`config.mk`:
```
export PLATFORM = sky130hd
export DESIGN_NAME = max_collector_flat
export DESIGN_NICKNAME = d
export VERILOG_FILES = /design/src/rtl/max_collector_if.sv /design/src/rtl/max_collector.sv /design/src/flat_wrapper.sv
export SDC_FILE = /design/constraint.sdc
export NUM_CORES = 1
export LEC_CHECK = 0
export CAP_MARGIN = 20
export CORE_UTILIZATION = 55
export CTS_CLUSTER_DIAMETER = 100
export DETAILED_ROUTE_END_ITERATION = 8
export PLACE_DENSITY = 0.78
export SYNTH_ARGS = -nofsm -noshare
export SYNTH_HDL_FRONTEND = slang
export SYNTH_SLANG_ARGS = --single-unit
export TNS_END_PERCENT = 20
```
`constraint.sdc`:
```
create_clock -name clk -period 3.1 [get_ports clk]
set_input_delay 0.62 -clock clk [delete_from_list [all_inputs] [get_ports clk]]
set_output_delay 0.62 -clock clk [all_outputs]
set_load 0.005 [all_outputs]
```
`src/rtl/max_collector_if.sv`:
```
// Handshake bundle for max_collector: upstream window-max capture side, consumer
// pop side and status. The slave modport is the collector, master drives it.
interface max_collector_if;
  logic       done_in;
  logic [7:0] max_in;
  logic [7:0] out_data;
  logic       out_valid;
  logic       out_ready;
  logic [4:0] count;
  logic       overflow;
  logic [7:0] peak;

  modport slave (
    input  done_in,
    input  max_in,
    input  out_ready,
    output out_data,
    output out_valid,
    output count,
    output overflow,
    output peak
  );

  modport master (
    output done_in,
    output max_in,
    output out_ready,
    input  out_data,
    input  out_valid,
    input  count,
    input  overflow,
    input  peak
  );
endinterface

```
`src/rtl/max_collector.sv`:
```
// Buffers one window maximum per rising edge of done_in in a circular FIFO.
// Optional running peak tracker is enabled by defining MAX_COLLECTOR_PEAK_EN.
module max_collector #(
  parameter int DEPTH = 8
) (
  input  logic            clk,
  input  logic            reset,
  max_collector_if.slave  bus
);
  localparam int         AW      = (DEPTH > 1) ? $clog2(DEPTH) : 1;
  localparam logic [4:0] DEPTH_C = 5'(DEPTH);

  logic [7:0]    mem [DEPTH];
  logic [AW-1:0] wr_ptr;
  logic [AW-1:0] rd_ptr;
  logic [4:0]    cnt;
  logic          done_d;
  logic          ovf;

  logic capture;
  logic pop;
  logic full;
  logic accept;

  assign capture = bus.done_in & ~done_d;
  assign pop     = (cnt != 5'd0) & bus.out_ready;
  assign full    = (cnt == DEPTH_C);
  // A full buffer still takes a capture if an entry leaves in the same cycle.
  assign accept  = capture & (~full | pop);

  always_ff @(posedge clk) begin
    if (reset) begin
      done_d <= 1'b0;
      wr_ptr <= '0;
      rd_ptr <= '0;
      cnt    <= 5'd0;
      ovf    <= 1'b0;
    end else begin
      done_d <= bus.done_in;
      if (accept) wr_ptr <= wr_ptr + 1'b1;
      if (pop)    rd_ptr <= rd_ptr + 1'b1;
      case ({accept, pop})
        2'b10:   cnt <= cnt + 5'd1;
        2'b01:   cnt <= cnt - 5'd1;
        default: cnt <= cnt;
      endcase
      if (capture && full && !pop) ovf <= 1'b1;
    end
  end

  // Storage is not reset; entries are only visible through count.
  always_ff @(posedge clk) begin
    if (!reset && accept) mem[wr_ptr] <= bus.max_in;
  end

  assign bus.out_data  = mem[rd_ptr];
  assign bus.out_valid = (cnt != 5'd0);
  assign bus.count     = cnt;
  assign bus.overflow  = ovf;

`ifdef MAX_COLLECTOR_PEAK_EN
  logic [7:0] peak_q;

  // Dropped captures still contribute to the peak.
  always_ff @(posedge clk) begin
    if (reset) begin
      peak_q <= 8'h00;
    end else if (capture && (bus.max_in > peak_q)) begin
      peak_q <= bus.max_in;
    end
  end

  assign bus.peak = peak_q;
`else
  assign bus.peak = 8'h00;
`endif
endmodule
```
`src/flat_wrapper.sv`:
```
// flat-port wrapper written by rule: the top's interface ports become plain ports
module max_collector_flat 
#(
  parameter int DEPTH = 8
)
  (clk, reset, bus_done_in, bus_max_in, bus_out_ready, bus_out_data, bus_out_valid, bus_count, bus_overflow, bus_peak);
  max_collector_if bus_i ();
  input  logic clk;
  input  logic reset;
  input wire logic [$bits(bus_i.done_in)-1:0] bus_done_in;
  input wire logic [$bits(bus_i.max_in)-1:0] bus_max_in;
  input wire logic [$bits(bus_i.out_ready)-1:0] bus_out_ready;
  output wire logic [$bits(bus_i.out_data)-1:0] bus_out_data;
  output wire logic [$bits(bus_i.out_valid)-1:0] bus_out_valid;
  output wire logic [$bits(bus_i.count)-1:0] bus_count;
  output wire logic [$bits(bus_i.overflow)-1:0] bus_overflow;
  output wire logic [$bits(bus_i.peak)-1:0] bus_peak;
  assign bus_i.done_in = bus_done_in;
  assign bus_i.max_in = bus_max_in;
  assign bus_i.out_ready = bus_out_ready;
  assign bus_out_data = bus_i.out_data;
  assign bus_out_valid = bus_i.out_valid;
  assign bus_count = bus_i.count;
  assign bus_overflow = bus_i.overflow;
  assign bus_peak = bus_i.peak;
  max_collector #(.DEPTH(DEPTH)) u_core (.clk(clk), .reset(reset), .bus(bus_i));
endmodule
```
==> key figures <==
Yosys
  – Post-synth EDFFs: 64
  – Sequential area share after synthesis: 67.8%
  – Post-Syn Instances: 199
  – Synth top cells by count: edfxtp_1, nor2_1, dfxtp_1, mux4_2
  – Synth area leaders: edfxtp_1, mux4_2, dfxtp_1
  – Yosys reg bits: 80
  – Top-count cell post-synth: edfxtp_1
  – Cell accounting for the most synthesized area: edfxtp_1
  – Post-synth cell types: 32
  – Area share of the largest cell type after synthesis: 58.1%
  – Synthesized area per cell: approximately 17 sq um
  – Synth warn: 0
  – Post-synth ARST share: 0%
  – Cell Area, Synth: between 3000 and 4000 sq um
  – Top FF cell, synth: edfxtp_1

Floorplan
  – Die Height: 79.6 microns
  – Starting density of the core: 58.7%
  – I/O pin count: 35
  – Core area: 5640 sq um
  – Die footprint: 6330 sq um
  – FP Rows: 27
  – Die W: 79.6 microns

Drt
  – Initial DRC count: 76
  – DR vias: 1,775
  – DR DRC count: 0
  – Drt pass-1 iters: 4
  – Routed WL: 5580 microns
  – Antenna Nets Post-Route: 0
  – Wire per inst: 17.1 microns
  – Via density: 5.44

Layout
  – Antenna fix cells: 0
  – Layout area overhead: 20.0%
  – Share of layout cells above drive strength 1: about 27%
  – Fillers: 366
  – Multi-input logic area: 978 sq um
  – Non-filler cells, final: 326
  – Register Area: 2240 sq um
  – Final Net Count: about 270
  – Core Util, Final: 70.4%

Timing
  – Crit share post-route: about nine tenths
  – Fmax: approximately 0.35 GHz
  – Fin crit period: 2840 ps
  – Final Setup Violations: 0
  – Hold Slack: 495 ps
  – Final setup TNS: 0 ps
  – Slew headroom: 65.7%
  – Slew Viols, Final: 0
  – Unrepaired setup endpoints after global routing: no
  – Final hold viol count: 0
  – Clock skew: roughly 8 ps
  – Worst setup margin: roughly 260 ps
  – Slew @ Worst Pin: 514 ps

Clocking
  – CTS clk-pin slew, worst paths: about 80 ps
  – Worst-case clock buffer depth: 2
  – Worst skew pair latency: 340 ps
  – CTS hold repair buffers: 0
  – Clock Sinks: 80
  – Resized Gates After CTS: 0
  – Post-CTS setup buffer count: 0
  – CTS tree: yes
  – CTS root buf: clkbuf_8
  – H-tree depth: 3
  – Number of CTS-inserted buffers: 9

Critical path
  – Slowest cell delay on critical path: 540 ps
  – R2R Path End: u_core.bus.count[4]
  – Crit. End Element: output port
  – Worst Setup EP: bus_out_data[4]
  – Crit path required time: 2480 ps
  – R2r setup slk: around 350 ps
  – Worst reg2reg startpoint: u_core.bus.count[0]
  – Critical path's slowest cell: mux4_2
  – Crit path max fanout: 11
  – Cell depth of the worst flop-to-flop path: 10
  – Crit path DAT: 2220 ps
  – Startpoint types: flop
  – Kind of critical path: flop to output port
  – CP cell instances: buf_4 > mux4_2 > mux2_2 > clkdlybuf4s50_1

Pwr
  – Sw Share: 25.7%
  – Logic pwr share: a little under 30%
  – Sw power: around 0.00075 W
  – Part of the power in registers: 43.7%
  – Cell Pwr Density: 732 nW/um^2
  – Lkg Pwr: 1.40 nW
  – Clock Power Share: 27.1%
  – Int Pwr: 0.00216 W
  – Worst vdd ir: ~0.5 mV

Placement
  – Dpl cells: a little over 300
  – Final GP Congestion: 0.883
  – Port Buf Inserts: 26
  – Placement Setup Slack: ~99 ps
  – Post-DP HPWL: 3930 microns

Run status
  – Outcome: complete, no violations

Global routing
  – Initial antenna violation count: 0
  – Pin count of the biggest net entering global routing: 20
  – First-pass GRT wire length: 8990 microns
  – GRT Overall Usage: 20.2%
  – Grt ovf: 0
  – Vias in the first global route: 1,826

Hold path
  – Hold crit path type: flop to flop

Run
  – Max_cap viols: 0
[cells by family after synthesis]
family	synth area share, %
flops	67.8
simple gates	6.50
mux	14.9
buf+inv	3.86
compound gates	2.72
fa+ha+maj	2.87
xor+xnor	1.32
other cells	0.113
[final cells by class]
type                    count  share of cell area [%]
clock buffers              12                    3.40
multi-input cells         104                    24.6
clock inverters             4                    1.73
flip-flops and latches     80                    56.5
inverters                   4                   0.378
repair buffers             50                    11.1
well taps                  72                    2.27
[power by group through the flow]
| stage | sequential, W | combinational (W) | clock [W] |
|---|---|---|---|
| 4_1_cts | 0.00127 | 0.000860 | 0.000804 |
| 3_5_place_dp | 0.00129 | 0.000855 | 0 |
| 6_report | 0.00127 | 0.000849 | 0.000789 |
| 3_3_place_gp | 0.00129 | 0.000844 | 0 |
| 2_1_floorplan | 0.00128 | 0.000585 | 0 |
| 5_1_grt | 0.00128 | 0.000934 | 0.000839 |
[through the flow]
stage	cell area, sq um	total power [W]
2_1_floorplan	3340	0.00187
3_3_place_gp	3770	0.00214
3_5_place_dp	3770	0.00215
4_1_cts	3970	0.00293
5_1_grt	3970	0.00305
6_report	3970	0.00291
[critical path: cells and delay by family (launching register included)]
family,cells,cell delay (ps)
DFF,1,350
buffers and inverters,2,710
muxes,2,820
[state kept, by name, indices dropped and copies added, names as in the netlist, named ones only]
signal / cells
u_core.bus.overflow: 1
u_core.mem: 64
u_core.rd_ptr: 3
u_core.done_d: 1
u_core.wr_ptr: 3
u_core.bus.count: 5
[how the worst min path moves through the flow]
stage / startpoint / end / slack [ps] / cells after the start
after floorplan: u_core.bus.overflow / u_core.bus.overflow / 460 / 2
after global placement: u_core.bus.overflow / u_core.bus.overflow / 460 / 2
after detailed placement: u_core.bus.overflow / u_core.bus.overflow / 470 / 2
after CTS: u_core.bus.overflow / u_core.bus.overflow / 500 / 2
after global routing: u_core.wr_ptr[0] / u_core.wr_ptr[0] / 540 / 2
final: u_core.bus.overflow / u_core.bus.overflow / 500 / 2
[layer usage]
| layer | share of wire, % | track usage (%) | vias up |
|---|---|---|---|
| li1 | - | - | 840 |
| met1 | 42 | 24.1 | 886 |
| met2 | 52 | 34.4 | 37 |
| met3 | 3.2 | 4.80 | 12 |
| met4 | 2.6 | 9.27 | 0 |
| met5 | 0 | 0 | - |
[cell usage in the layout (no fill, tap or decap)]
cell type         n
edfxtp_1         64
clkdlybuf4s50_1  26
nor2_1           24
buf_4            24
mux4_2           16
dfxtp_1          16
mux2_2            9
clkbuf_8          9
conb_1            8
a21oi_1           6
ha_1              6
xor2_1            5
inv_1             4
nand2b_1          3
nor2b_1           3
nand2_1           3
mux2i_1           3
clkbuf_1          3
o211ai_1          2
nor3_1            2
or2_2             2
nor4_2            2
bufinv_16         2
or4_4             1
o21ai_2           1
o21ai_4           1
nand3b_1          1
a21o_1            1
nor4_1            1
nor4bb_1          1
or3_1             1
o211ai_2          1
fa_1              1
clkinv_2          1
clkinv_1          1
No activity file was read; power rests on OpenSTA's default activity.
